<file path="src/rtl/chicken_pkg.sv">
`default_nettype none
// ============================================================================
//  Module      : chicken_pkg
//  Description : Shared definitions for the Chicken Cha-Cha-Cha game core.
//                Holds the turn sequencer state encoding, the default track
//                length shared with the tile generator and compare datapath,
//                and width helpers used by the sequencer and its interface.
//  Revision    : 1.0 - initial release
// ============================================================================
package chicken_pkg;

    // Default number of tiles on the track (shared across the game core).
    localparam int TRACK_LEN_DEFAULT = 24;

    // Turn sequencer states.
    typedef enum logic [2:0] {
        ST_IDLE     = 3'd0,
        ST_WAIT_KEY = 3'd1,
        ST_CMP      = 3'd2,
        ST_ADVANCE  = 3'd3,
        ST_PASS     = 3'd4,
        ST_WIN      = 3'd5
    } seq_state_t;

    // Player-id width: $clog2 of the player count, never below one bit.
    function automatic int pid_width(input int n);
        return (n > 1) ? $clog2(n) : 1;
    endfunction

    // Position width: must hold the value TRACK_LEN itself.
    function automatic int pos_width(input int len);
        return $clog2(len + 1);
    endfunction

endpackage
`default_nettype wire

</file>
<file path="src/rtl/turn_sequencer_if.sv">
`default_nettype none
// ============================================================================
//  Module      : turn_sequencer_if
//  Description : Bundle of board/key/compare/status signals between the turn
//                sequencer and the rest of the game core.
//                modport master : the sequencer side
//                modport slave  : the environment (tile generator, keys,
//                                 compare datapath, display)
//  Ports       : rand_done, key, cmp_done, cmp_match   (into sequencer)
//                cmp_req, cmp_player, cmp_pos, flip_en, turn, pos_flat,
//                timeout, winner_valid, winner         (out of sequencer)
//  Revision    : 1.0 - initial release
// ============================================================================
interface turn_sequencer_if
    import chicken_pkg::*;
#(
    parameter int NUM_PLAYERS = 2,
    parameter int TRACK_LEN   = TRACK_LEN_DEFAULT
);
    localparam int PID_W = pid_width(NUM_PLAYERS);
    localparam int POS_W = pos_width(TRACK_LEN);

    logic                         rand_done;
    logic [NUM_PLAYERS-1:0]       key;
    logic                         cmp_req;
    logic [PID_W-1:0]             cmp_player;
    logic [POS_W-1:0]             cmp_pos;
    logic                         cmp_done;
    logic                         cmp_match;
    logic                         flip_en;
    logic [PID_W-1:0]             turn;
    logic [NUM_PLAYERS*POS_W-1:0] pos_flat;
    logic                         timeout;
    logic                         winner_valid;
    logic [PID_W-1:0]             winner;

    modport master (
        input  rand_done, key, cmp_done, cmp_match,
        output cmp_req, cmp_player, cmp_pos, flip_en, turn, pos_flat,
               timeout, winner_valid, winner
    );

    modport slave (
        output rand_done, key, cmp_done, cmp_match,
        input  cmp_req, cmp_player, cmp_pos, flip_en, turn, pos_flat,
               timeout, winner_valid, winner
    );

endinterface
`default_nettype wire

</file>
<file path="src/rtl/turn_timer.sv">
`default_nettype none
// ============================================================================
//  Module      : turn_timer
//  Description : Idle-turn timer. Cleared by load_i, counts while en_i is
//                high and raises expire_o during the CYC-th enabled cycle
//                after the last load.
//  Ports       : CLK, RST (sync, active-high), load_i, en_i, expire_o
//  Revision    : 1.0 - initial release
// ============================================================================
module turn_timer #(
    parameter int CYC = 50_000_000
) (
    input  wire logic CLK,
    input  wire logic RST,
    input  wire logic load_i,
    input  wire logic en_i,
    output logic      expire_o
);
    localparam int              CNT_W = (CYC > 1) ? $clog2(CYC) : 1;
    localparam logic [CNT_W-1:0] LAST = CNT_W'(CYC - 1);

    logic [CNT_W-1:0] cnt_q;

    // The count parks at LAST; the owner leaves the enabled state on expiry.
    always_ff @(posedge CLK) begin
        if (RST || load_i) begin
            cnt_q <= '0;
        end else if (en_i && (cnt_q != LAST)) begin
            cnt_q <= cnt_q + 1'b1;
        end
    end

    assign expire_o = en_i && (cnt_q == LAST);

endmodule
`default_nettype wire

</file>
<file path="src/rtl/turn_sequencer.sv">
`default_nettype none
// ============================================================================
//  Module      : turn_sequencer
//  Description : Multi-player turn scheduler. Waits for board generation,
//                hands the flip/compare datapath to one player at a time,
//                advances the active player on a match, passes the turn on a
//                mismatch and declares the winner at the end of the track.
//  Ports       : CLK, RST (sync, active-high), bus (turn_sequencer_if.master)
//  Options     : TURN_TIMEOUT_EN - when defined, a player idle in WAIT_KEY
//                for TIMEOUT_CYC cycles loses the turn (timeout pulse).
//  Revision    : 1.0 - initial release
// ============================================================================
module turn_sequencer
    import chicken_pkg::*;
#(
    parameter int NUM_PLAYERS = 2,
    parameter int TRACK_LEN   = TRACK_LEN_DEFAULT,
    parameter int TIMEOUT_CYC = 50_000_000
) (
    input  wire logic           CLK,
    input  wire logic           RST,
    turn_sequencer_if.master    bus
);
    localparam int               PID_W     = pid_width(NUM_PLAYERS);
    localparam int               POS_W     = pos_width(TRACK_LEN);
    localparam logic [PID_W-1:0] LAST_PID  = PID_W'(NUM_PLAYERS - 1);
    localparam logic [POS_W-1:0] TRACK_POS = POS_W'(TRACK_LEN);

    seq_state_t                   state_q, state_d;
    logic [PID_W-1:0]             turn_q, turn_d;
    logic [PID_W-1:0]             winner_q, winner_d;
    logic [NUM_PLAYERS*POS_W-1:0] pos_q, pos_d;
    logic [POS_W-1:0]             w_cur_pos;
    logic                         w_expire;

    // Position of the active player, straight from registers.
    assign w_cur_pos = pos_q[int'(turn_q)*POS_W +: POS_W];

`ifdef TURN_TIMEOUT_EN
    logic timeout_q, timeout_d;
    logic w_timer_load;

    // Counter restarts on every entry into WAIT_KEY (from IDLE, ADVANCE
    // or PASS).
    assign w_timer_load = (state_d == ST_WAIT_KEY) && (state_q != ST_WAIT_KEY);

    turn_timer #(
        .CYC      (TIMEOUT_CYC)
    ) u_turn_timer (
        .CLK      (CLK),
        .RST      (RST),
        .load_i   (w_timer_load),
        .en_i     (state_q == ST_WAIT_KEY),
        .expire_o (w_expire)
    );
`else
    assign w_expire = 1'b0;
`endif

    // ------------------------------------------------------------------
    // State and datapath registers
    // ------------------------------------------------------------------
    always_ff @(posedge CLK) begin
        if (RST) begin
            state_q   <= ST_IDLE;
            turn_q    <= '0;
            winner_q  <= '0;
            pos_q     <= '0;
`ifdef TURN_TIMEOUT_EN
            timeout_q <= 1'b0;
`endif
        end else begin
            state_q   <= state_d;
            turn_q    <= turn_d;
            winner_q  <= winner_d;
            pos_q     <= pos_d;
`ifdef TURN_TIMEOUT_EN
            timeout_q <= timeout_d;
`endif
        end
    end

    // ------------------------------------------------------------------
    // Next-state and datapath update
    // ------------------------------------------------------------------
    always_comb begin
        state_d   = state_q;
        turn_d    = turn_q;
        winner_d  = winner_q;
        pos_d     = pos_q;
`ifdef TURN_TIMEOUT_EN
        timeout_d = 1'b0;
`endif
        unique case (state_q)
            ST_IDLE: begin
                if (bus.rand_done) begin
                    state_d = ST_WAIT_KEY;
                end
            end
            ST_WAIT_KEY: begin
                // Own key beats an expiring timer in the same cycle.
                if (bus.key[turn_q]) begin
                    state_d = ST_CMP;
                end else if (w_expire) begin
                    state_d = ST_PASS;
`ifdef TURN_TIMEOUT_EN
                    timeout_d = 1'b1;
`endif
                end
            end
            ST_CMP: begin
                if (bus.cmp_done) begin
                    state_d = bus.cmp_match ? ST_ADVANCE : ST_PASS;
                end
            end
            ST_ADVANCE: begin
                if (w_cur_pos != TRACK_POS) begin
                    pos_d[int'(turn_q)*POS_W +: POS_W] = w_cur_pos + 1'b1;
                end
                if ((w_cur_pos + 1'b1) >= TRACK_POS) begin
                    state_d  = ST_WIN;
                    winner_d = turn_q;
                end else begin
                    state_d  = ST_WAIT_KEY;
                end
            end
            ST_PASS: begin
                turn_d  = (turn_q == LAST_PID) ? '0 : turn_q + 1'b1;
                state_d = ST_WAIT_KEY;
            end
            ST_WIN: begin
                state_d = ST_WIN;
            end
            default: begin
                state_d = ST_IDLE;
            end
        endcase
    end

    // ------------------------------------------------------------------
    // Outputs: decoded from state or taken directly from registers
    // ------------------------------------------------------------------
    assign bus.cmp_req      = (state_q == ST_CMP);
    assign bus.flip_en      = (state_q == ST_WAIT_KEY);
    assign bus.winner_valid = (state_q == ST_WIN);
    assign bus.cmp_player   = turn_q;
    assign bus.cmp_pos      = w_cur_pos;
    assign bus.turn         = turn_q;
    assign bus.pos_flat     = pos_q;
    assign bus.winner       = winner_q;
`ifdef TURN_TIMEOUT_EN
    assign bus.timeout      = timeout_q;
`else
    assign bus.timeout      = 1'b0;
`endif

endmodule
`default_nettype wire

</file>
<file path="src/flat_wrapper.sv">
// flat-port wrapper written by rule: the top's interface ports become plain ports
module turn_sequencer_flat import chicken_pkg::*;
#(
    parameter int NUM_PLAYERS = 2,
    parameter int TRACK_LEN   = TRACK_LEN_DEFAULT,
    parameter int TIMEOUT_CYC = 50_000_000
)
  (CLK, RST, bus_rand_done, bus_key, bus_cmp_done, bus_cmp_match, bus_cmp_req, bus_cmp_player, bus_cmp_pos, bus_flip_en, bus_turn, bus_pos_flat, bus_timeout, bus_winner_valid, bus_winner);
  turn_sequencer_if #(.NUM_PLAYERS(NUM_PLAYERS), .TRACK_LEN(TRACK_LEN)) bus_i ();
  input  wire logic CLK;
  input  wire logic RST;
  input wire logic [$bits(bus_i.rand_done)-1:0] bus_rand_done;
  input wire logic [$bits(bus_i.key)-1:0] bus_key;
  input wire logic [$bits(bus_i.cmp_done)-1:0] bus_cmp_done;
  input wire logic [$bits(bus_i.cmp_match)-1:0] bus_cmp_match;
  output wire logic [$bits(bus_i.cmp_req)-1:0] bus_cmp_req;
  output wire logic [$bits(bus_i.cmp_player)-1:0] bus_cmp_player;
  output wire logic [$bits(bus_i.cmp_pos)-1:0] bus_cmp_pos;
  output wire logic [$bits(bus_i.flip_en)-1:0] bus_flip_en;
  output wire logic [$bits(bus_i.turn)-1:0] bus_turn;
  output wire logic [$bits(bus_i.pos_flat)-1:0] bus_pos_flat;
  output wire logic [$bits(bus_i.timeout)-1:0] bus_timeout;
  output wire logic [$bits(bus_i.winner_valid)-1:0] bus_winner_valid;
  output wire logic [$bits(bus_i.winner)-1:0] bus_winner;
  assign bus_i.rand_done = bus_rand_done;
  assign bus_i.key = bus_key;
  assign bus_i.cmp_done = bus_cmp_done;
  assign bus_i.cmp_match = bus_cmp_match;
  assign bus_cmp_req = bus_i.cmp_req;
  assign bus_cmp_player = bus_i.cmp_player;
  assign bus_cmp_pos = bus_i.cmp_pos;
  assign bus_flip_en = bus_i.flip_en;
  assign bus_turn = bus_i.turn;
  assign bus_pos_flat = bus_i.pos_flat;
  assign bus_timeout = bus_i.timeout;
  assign bus_winner_valid = bus_i.winner_valid;
  assign bus_winner = bus_i.winner;
  turn_sequencer #(.NUM_PLAYERS(NUM_PLAYERS), .TRACK_LEN(TRACK_LEN), .TIMEOUT_CYC(TIMEOUT_CYC)) u_core (.CLK(CLK), .RST(RST), .bus(bus_i));
endmodule
</file>
<file path="config.mk">
export PLATFORM = sky130hd
export DESIGN_NAME = turn_sequencer_flat
export DESIGN_NICKNAME = d
export VERILOG_FILES = /design/src/rtl/chicken_pkg.sv /design/src/rtl/turn_sequencer_if.sv /design/src/rtl/turn_timer.sv /design/src/rtl/turn_sequencer.sv /design/src/flat_wrapper.sv
export SDC_FILE = /design/constraint.sdc
export NUM_CORES = 1
export LEC_CHECK = 0
export CAP_MARGIN = 0
export CORE_ASPECT_RATIO = 0.7
export CORE_UTILIZATION = 30
export CTS_CLUSTER_DIAMETER = 200
export DETAILED_ROUTE_END_ITERATION = 8
export PLACE_DENSITY = 0.58
export SETUP_SLACK_MARGIN = 0.4
export SYNTH_ARGS = -nofsm -noshare
export SYNTH_HDL_FRONTEND = slang
export SYNTH_HIERARCHICAL = 1
export SYNTH_SLANG_ARGS = --single-unit
</file>
<file path="constraint.sdc">
create_clock -name CLK -period 2.2 [get_ports CLK]
set_clock_uncertainty 0.15 [all_clocks]
set_input_delay 0.44 -clock CLK [delete_from_list [all_inputs] [get_ports CLK]]
set_output_delay 0.44 -clock CLK [all_outputs]
set_load 0.02 [all_outputs]
</file>
After elaboration in Yosys (flattened, before gate mapping)
Cells that the tools add are included.
W data, S select, Z words.
- input port bits: 7
- register bits: 15
- output and inout port bits: 22
- word-level logic and storage cells: 36
- magnitude comparators: 2
- eq/ne operators: 9
- multiplexer cells: 10
- reduce and logical (&&, ||, !) cells: 4
- multipliers: 1
- add/subtract/negate cells: 3
- shift-type cells: 3
- operator list (operator ; count):
    $neg A32 Y33 ; 1
    $shift A5 B33 Y10 const A ; 1
    $shiftx A5 B33 Y10 ; 1
    $pmux W3 S6 ; 1
    $mux W3 ; 5
    $bwmux W10 ; 1
    $shiftx A10 B5 Y5 ; 1
    $eq A3 B2 Y1 const B ; 2
    $eq A3 B3 Y1 const B ; 2
    $add A5 B1 Y5 const B ; 1
    $ge A5 B5 Y1 const B ; 1
    $ne A5 B5 Y1 const B ; 1
    $mul A1 B3 Y4 const B ; 1
    $ne A2 B2 Y1 const B ; 2
    $reduce_and A2 Y1 ; 2
    $eq A3 B1 Y1 const B ; 1
    $logic_not A3 Y1 ; 1
    $mux W1 ; 3
    $reduce_and A3 Y1 ; 1
    $lt A1 B2 Y1 const B ; 1
    $ne A2 B1 Y1 const B ; 1
    $add A1 B1 Y1 const B ; 1

Longest topological paths before layout
Gate-level depths: netlist of the first run.
- depth after elaboration: 6
- depth in mapped cells: 9
- depth with buffers taken out: 7

Worst setup path before layout of the first run
Ideal clock, no wire load.
- path kind: register -> register
- start point: register u_core.turn_q, in the netlist u_core/bus.cmp_player
- end point: register u_core.state_q[2]
- data required time: 1.971 ns
- period minus slack after synthesis: 2.630 ns
- buffers on the path: 2
- stages on the path, launching flop included: 10
- data arrival time: 2.401 ns
- library setup time: 0.079 ns
- path slack: -0.430 ns
- cell sequence: dfxtp_1 buf_6 buf_6 mux2i_2 inv_1 ha_1 and4_1 nor4_2 o211ai_1 a211oi_2
- longest elaborated chain between the ends: 6
- elaborated cells between the ends (all ways): 10
- classes of those cells: add/sub: 1; mul: 1; order compare: 1; eq/ne: 1; shift: 1; mux: 4; reduce/logical: 1
- RTL lines (item ; RTL line ; RTL):
    from (decl) ; turn_sequencer.sv:30 ; logic [PID_W-1:0] turn_q, turn_d;
    from (signal assigned) ; turn_sequencer.sv:74 ; turn_q <= turn_d;
    $mul A1 B3 Y4 ; turn_sequencer.sv:37 ; assign w_cur_pos = pos_q[int'(turn_q)*POS_W +: POS_W];
    $shiftx A10 B5 Y5 ; turn_sequencer.sv:37 ;
    via bus_cmp_pos[0] ; flat_wrapper.sv:18 ; output wire logic [$bits(bus_i.cmp_pos)-1:0] bus_cmp_pos;
    $add A5 B1 Y5 ; turn_sequencer.sv:120 ; if ((w_cur_pos + 1'b1) >= TRACK_POS) begin
    $ge A5 B5 Y1 ; turn_sequencer.sv:120 ;
    $mux W3 ; turn_sequencer.sv:120 ;
    $pmux W3 S6 ; turn_sequencer.sv:94 ; unique case (state_q)
    to (signal assigned) ; turn_sequencer.sv:73 ; state_q <= state_d;
    to (decl) ; turn_sequencer.sv:29 ; seq_state_t state_q, state_d;
The timed path passes the listed nets, and every way through them passes these cells. The select of a mux whose other input is x is not followed.
A chain may end at the register's enable or synchronous reset.

Final worst setup path of the first run
- start point: register u_core.turn_q, in the netlist u_core/bus.cmp_player
- end point: register u_core.state_q[2]
- longest elaborated chain between the ends: 6
- elaborated cells between the ends (all ways): 10
- classes of those cells: add/sub: 1; mul: 1; order compare: 1; eq/ne: 1; shift: 1; mux: 4; reduce/logical: 1
- RTL lines (item ; RTL line):
    $mul A1 B3 Y4 ; turn_sequencer.sv:37
    $shiftx A10 B5 Y5 ; turn_sequencer.sv:37
    $add A5 B1 Y5 ; turn_sequencer.sv:120
    $ge A5 B5 Y1 ; turn_sequencer.sv:120
    $mux W3 ; turn_sequencer.sv:120
    $pmux W3 S6 ; turn_sequencer.sv:94
Several ways; a longest one is shown, not always the timed one. The select of a mux whose other input is x is not followed.

==> impl_metrics.json, run 1 <==
{
  "outcome": "completed",
  "max_stage_delay_ns": 0.41,
  "grt_start_max_net_pins": 12,
  "ff2ff_path_depth": 7,
  "num_vias": 1136,
  "p_leak_nw": 0.673,
  "yosys.area.top_type": "dfxtp_1",
  "ir_drop_mv": 0.320,
  "ios": 29,
  "p_int_uw": 505,
  "synth_fp_nets": 128,
  "yosys-top-cells-area": "dfxtp_1 (30%), a21oi_1 (5.9%), o21ai_1 (4.4%), mux2i_4 (4.4%), nand4_1 (4.3%)",
  "critPathSlowestCell": "dfxtp_4",
  "cp_num_buf_inv": 1,
  "holdWs_ns": 0.364,
  "diodes": 0,
  "critPathLaunch": "u_core/bus.cmp_player",
  "rsz0062_at_grt": "true",
  "cap_violations": 0,
  "netlist_area_um2": 1010,
  "min_path_cells": 2,
  "path_delay_family": "simple AND/OR/NAND/NOR gates",
  "total_power_uw": 724,
  "nFillCells": 315,
  "avgSynthCellArea_um2": 8.52,
  "timing.fmax_mhz": 500,
  "swShare": 0.302,
  "nets": 179,
  "fp-row-count": 17,
  "end_kind": "register",
  "path_cells": "mux2i_4 -> inv_4 -> ha_4 -> and4b_1 -> nor4_4 -> o211ai_1 -> a211oi_2",
  "postSynth.asyncResetShare": 0,
  "cellPowerDensity_nw_per_um2": 459,
  "clkPwrFrac": 0.326,
  "grt_pass1_wl_um": 5250,
  "critPathLaunchType": "register",
  "cts_tree": "done",
  "grt_antenna_before_repair": 0,
  "switchingPower_uw": 218,
  "drv_slew": 0,
  "r2r_end": "u_core/state_q[2]",
  "critical_path_depth": 7,
  "synth-seq-cells": 15,
  "area_growth_pct": 55.4,
  "finalHoldViolations": 0,
  "cp-endpoint": "u_core/state_q[2]",
  "core_um2": 3190,
  "synth.distinct_cells": 40,
  "postPlaceCellArea_um2": 1420,
  "fin_crit_sh": 0.909,
  "grt_pass1_vias": 1028,
  "ys_seq_area_frac": 0.296,
  "rr_startpoint": "u_core/bus.cmp_player",
  "root_buffer": "clkbuf_8",
  "hold_class": "reg2reg",
  "grt_overflow": 0,
  "io_buffers": 27,
  "initial_utilization": 0.318,
  "pwr-share-seq": 0.401,
  "synth_edf_count": 0,
  "first_pass_iters": 4,
  "dieArea_um2": 3620,
  "synthFlopType": "dfxtp_1",
  "netlist_top_cells_count": "dfxtp_1 (15), a21oi_1 (12), o21ai_1 (9)",
  "drt_iter0_drc": 111,
  "power_frac_comb": 0.273,
  "wirelength_um": 3210,
  "grt_usage": 0.194,
  "place_congestion": 0.895,
  "ant_nets": 0,
  "drive_gt1_frac": 0.373,
  "yosysWarnings": 6,
  "cts_buffers": 3,
  "yosysMostFrequentCell": "dfxtp_1",
  "die_h_um": 50.6,
  "wire_per_inst_um": 15.5,
  "clk_path_buf_depth": 2,
  "reg2reg_slack_ns": 0.20,
  "syn_inst": 119,
  "fin_tns_setup_ns": 0,
  "cts.htree.levels": 1,
  "path_class": "reg2reg",
  "worstPathMaxFanout": 6,
  "post-route-drc-count": 0,
  "yosysTopAreaCellShare": 0.296,
  "clock-sinks": 15,
  "clock_latency_ns": 0.26,
  "arrival_ns": 2.04,
  "die_x_um": 71.5,
  "clk_pin_slew_worst_paths_ns": 0.07,
  "dpl.hpwl_um": 2210,
  "vias_per_cell": 5.49,
  "fin_area_um2": 1580,
  "period_needed_ns": 2.00,
  "setup_violations": 0,
  "required_ns": 2.24
}
==> repair_timing <==
action	CTS	global route
endpoints found under the hold margin	0	0
pin swaps	1	0
hold buffers	0	0
endpoints found under the setup margin	32	21
buffers inserted	10	4
resized for setup	52	15
==> per-stage QoR <==
step	worst slack, ns	util	std cells
finish	0.200	0.494	207
global route	0.105	0.494	207
CTS	0.180	0.476	203
detailed placement	0.0257	0.444	189
global placement	0.0912	0.444	189
floorplan	-0.0403	-	119
==> how the worst min path moves through the flow <==
stage,from,endpoint
final,u_core/bus.pos_flat[1],u_core/bus.pos_flat[1]
after global routing,u_core/bus.pos_flat[1],u_core/bus.pos_flat[1]
after CTS,u_core/bus.pos_flat[1],u_core/bus.pos_flat[1]
after detailed placement,u_core/bus.pos_flat[1],u_core/bus.pos_flat[1]
after global placement,u_core/bus.pos_flat[4],u_core/bus.pos_flat[4]
after floorplan,u_core/bus.pos_flat[1],u_core/bus.pos_flat[1]
==> per-layer routing <==
metal | wire, µm | up-vias | track usage
met1 | 1670 | 560 | 0.271
met4 | 46 | 0 | 0.0654
met3 | 158 | 7 | 0.0602
met2 | 1330 | 30 | 0.278
met5 | 0 | - | 0
li1 | - | 539 | -
==> flip-flops by register name, indices dropped and copies added (netlist names) <==
name and count:
u_core/bus.cmp_player 1, u_core/bus.pos_flat 10, u_core/bus.winner 1, u_core/state_q 3
==> area by class of cell <==
class	instances	area, µm²	share of cell area
Clock buffer	4	45.0	0.0286
Inverter	7	31.3	0.0199
Multi-Input combinational cell	88	684	0.434
Sequential cell	15	305	0.194
Tap cell	38	47.5	0.0302
Timing Repair Buffer	55	462	0.293
==> cells in the final DEF (no fill, tap or decap), types with 2 or more instances in the layout <==
cell,instances
o211ai_1,2
mux2i_4,5
o21ai_1,9
nor3_1,2
nand2_1,2
nor2_1,8
a31oi_1,2
buf_2,4
clkbuf_8,3
a21oi_1,12
buf_6,5
nand3b_1,3
xnor2_1,2
clkdlybuf4s50_1,6
nand4_1,7
a211oi_2,2
inv_4,2
inv_2,4
mux2i_1,2
dfxtp_1,13
dlygate4sd2_1,10
o21ai_0,4
or3_1,3
clkdlybuf4s15_2,2
buf_4,27
nand3_1,5
==> power by group through the flow <==
| stage | Clock (mW) | Combinational [mW] | Sequential [mW] |
|---|---|---|---|
| floorplan | 0 | 0.0991 | 0.303 |
| global placement | 0 | 0.180 | 0.295 |
| detailed placement | 0 | 0.181 | 0.296 |
| CTS | 0.240 | 0.186 | 0.289 |
| global route | 0.257 | 0.215 | 0.291 |
| finish | 0.236 | 0.198 | 0.290 |
==> tightest hold or removal path, cell delays in order, from the launching register on <==
cell and delay [ns]:
dfxtp_1 0.33, o21ai_0 0.08, a21oi_1 0.06
==> kinds of logic after synthesis <==
logic type      share of synthesized area
buf+inv                            0.0852
compound gates                      0.228
other cells                       0.00370
fa+ha+maj                          0.0247
xor+xnor                           0.0173
mux                                 0.105
simple gates                        0.240
flops                               0.296
Note: power is estimated with default switching activity, not from simulation.
==> run 2: changes to the inputs <==
==> constraint.sdc (replaced) <==
create_clock -name CLK -period 2.2 [get_ports CLK]
set_clock_uncertainty 0.15 [all_clocks]
set_input_delay 0.22 -clock CLK [delete_from_list [all_inputs] [get_ports CLK]]
set_output_delay 0.22 -clock CLK [all_outputs]
set_load 0.02 [all_outputs]
==> run 2 against run 1 <==
Against the previous run:
- non-clock buffer count down 7
- wire length down 3.0%
- count of clock-buffer cells in the layout down 1
- combinational power down 13%
- critical path type unchanged
- largest cell class unchanged
==> impl_metrics.json, run 2 (synthesis results as in run 1) <==
{
  "io_buffers": 27,
  "grt_pass1_wl_um": 5060,
  "p_leak_nw": 0.628,
  "place_congestion": 0.841,
  "diodes": 0,
  "drv_slew": 0,
  "nFillCells": 329,
  "setup_violations": 0,
  "outcome": "completed",
  "hold_buffers": 0,
  "reg2reg_slack_ns": 0.16,
  "ios": 29,
  "swShare": 0.306,
  "clk_path_buf_depth": 2,
  "grt_start_max_net_pins": 12,
  "wire_per_inst_um": 15.6,
  "clk_pin_slew_worst_paths_ns": 0.07,
  "period_needed_ns": 2.04,
  "r2r_end": "u_core/state_q[2]",
  "clkPwrFrac": 0.333,
  "fp-row-count": 17,
  "num_vias": 1071,
  "pwr-share-seq": 0.421,
  "dpl.hpwl_um": 2120,
  "finalHoldViolations": 0,
  "critPathLaunch": "u_core/bus.cmp_player",
  "first_pass_iters": 4,
  "grt_overflow": 0,
  "timing.fmax_mhz": 491,
  "cap_violations": 0,
  "area_growth_pct": 51.7,
  "holdWs_ns": 0.379,
  "arrival_ns": 2.07,
  "end_kind": "register",
  "wirelength_um": 3110,
  "hold_class": "reg2reg",
  "root_buffer": "clkbuf_8",
  "fin_crit_sh": 0.926,
  "die_x_um": 71.5,
  "cp-endpoint": "u_core/state_q[2]",
  "initial_utilization": 0.318,
  "drt_iter0_drc": 64,
  "cts_buffers": 3,
  "dieArea_um2": 3620,
  "path_class": "reg2reg",
  "vias_per_cell": 5.36,
  "core_um2": 3190,
  "layout_commonest_cell": "buf_4",
  "cts.htree.levels": 1,
  "fin_area_um2": 1540,
  "post-route-drc-count": 0,
  "postPlaceCellArea_um2": 1400,
  "cellPowerDensity_nw_per_um2": 459,
  "clock-sinks": 15,
  "rr_startpoint": "u_core/bus.cmp_player",
  "power_frac_comb": 0.245,
  "final_cell_mix": "buf_4 (18), clkdlybuf4s50_1 (15), dfxtp_1 (13)",
  "grt_antenna_before_repair": 0,
  "ff2ff_path_depth": 7,
  "die_h_um": 50.6,
  "clock_latency_ns": 0.26,
  "p_int_uw": 490,
  "critPathLaunchType": "register",
  "total_power_uw": 705,
  "cts_tree": "done",
  "nets": 172,
  "grt_usage": 0.184,
  "rsz0062_at_grt": "true",
  "ir_drop_mv": 0.313,
  "worstPathMaxFanout": 6,
  "ant_nets": 0,
  "drive_gt1_frac": 0.309,
  "largest_reg_flops": 10,
  "switchingPower_uw": 215,
  "grt_pass1_vias": 1014,
  "required_ns": 2.23
}
==> run 2: cell types whose count changed in the layout (fill, tap and decap cells not counted), sizes merged <==
cell	delta
buf	-12
clkinv	+1
dlymetal6s2s	+1
dlygate4sd2	-4
clkdlybuf4s50	+9
clkdlybuf4s15	-2
==> run 2: cell type report <==
| class | count | area [µm²] | area share |
|---|---|---|---|
| Clock buffer | 3 | 41.3 | 0.0269 |
| Clock inverter | 1 | 5.00 | 0.00325 |
| Inverter | 7 | 31.3 | 0.0203 |
| Multi-Input combinational cell | 88 | 682 | 0.443 |
| Sequential cell | 15 | 305 | 0.199 |
| Tap cell | 38 | 47.5 | 0.0309 |
| Timing Repair Buffer | 48 | 425 | 0.277 |
==> run 2: critical path, cell delays in order, from the launching register on <==
cell      delay, ns
dfxtp_4        0.42
mux2i_4        0.28
inv_4          0.06
ha_4           0.18
and4b_1        0.24
nor4_4         0.30
o211ai_1       0.14
a211oi_2       0.18
==> run 2: stage by stage <==
step | setup WS (ns) | TNS [ns] | util | cells
after global placement | 0.208 | 0 | 0.438 | 185
after global routing | 0.118 | 0 | 0.482 | 200
after floorplan | -0.0403 | -0.0403 | - | 119
after detailed placement | 0.141 | 0 | 0.438 | 185
after CTS | 0.180 | 0 | 0.471 | 196
final | 0.164 | 0 | 0.482 | 200
==> run 2: worst min path at each step <==
stage	startpoint	endpoint	slack, ns	cells after the start
2_1_floorplan	bus_cmp_done	u_core/state_q[1]	0.29	3
3_3_place_gp	u_core/bus.pos_flat[4]	u_core/bus.pos_flat[4]	0.37	2
3_5_place_dp	u_core/bus.pos_flat[9]	u_core/bus.pos_flat[9]	0.37	2
4_1_cts	u_core/bus.pos_flat[9]	u_core/bus.pos_flat[9]	0.38	2
5_1_grt	u_core/bus.pos_flat[4]	u_core/bus.pos_flat[4]	0.40	2
6_report	u_core/bus.pos_flat[9]	u_core/bus.pos_flat[9]	0.38	2
==> run 2: timing repair <==
action / CTS / global route
setup buffers: 7 / 4
pin swaps: 4 / 2
endpoints found under the setup margin: 22 / 16
resized for setup: 25 / 5
==> run 2: per-layer routing <==
metal,up-vias,share of wire,global-route usage,wire length [µm]
met1,500,0.49,0.255,1520
li1,528,-,-,-
met4,0,0.0093,0.0490,29
met5,-,0,0,0
met2,39,0.45,0.287,1400
met3,4,0.051,0.0422,159
==> run 2: power groups by stage <==
stage	Sequential (mW)	Clock, mW	Combinational (mW)
5_1_grt	0.299	0.255	0.187
3_5_place_dp	0.302	0	0.168
2_1_floorplan	0.303	0	0.0991
4_1_cts	0.297	0.243	0.167
6_report	0.297	0.235	0.173
3_3_place_gp	0.302	0	0.167
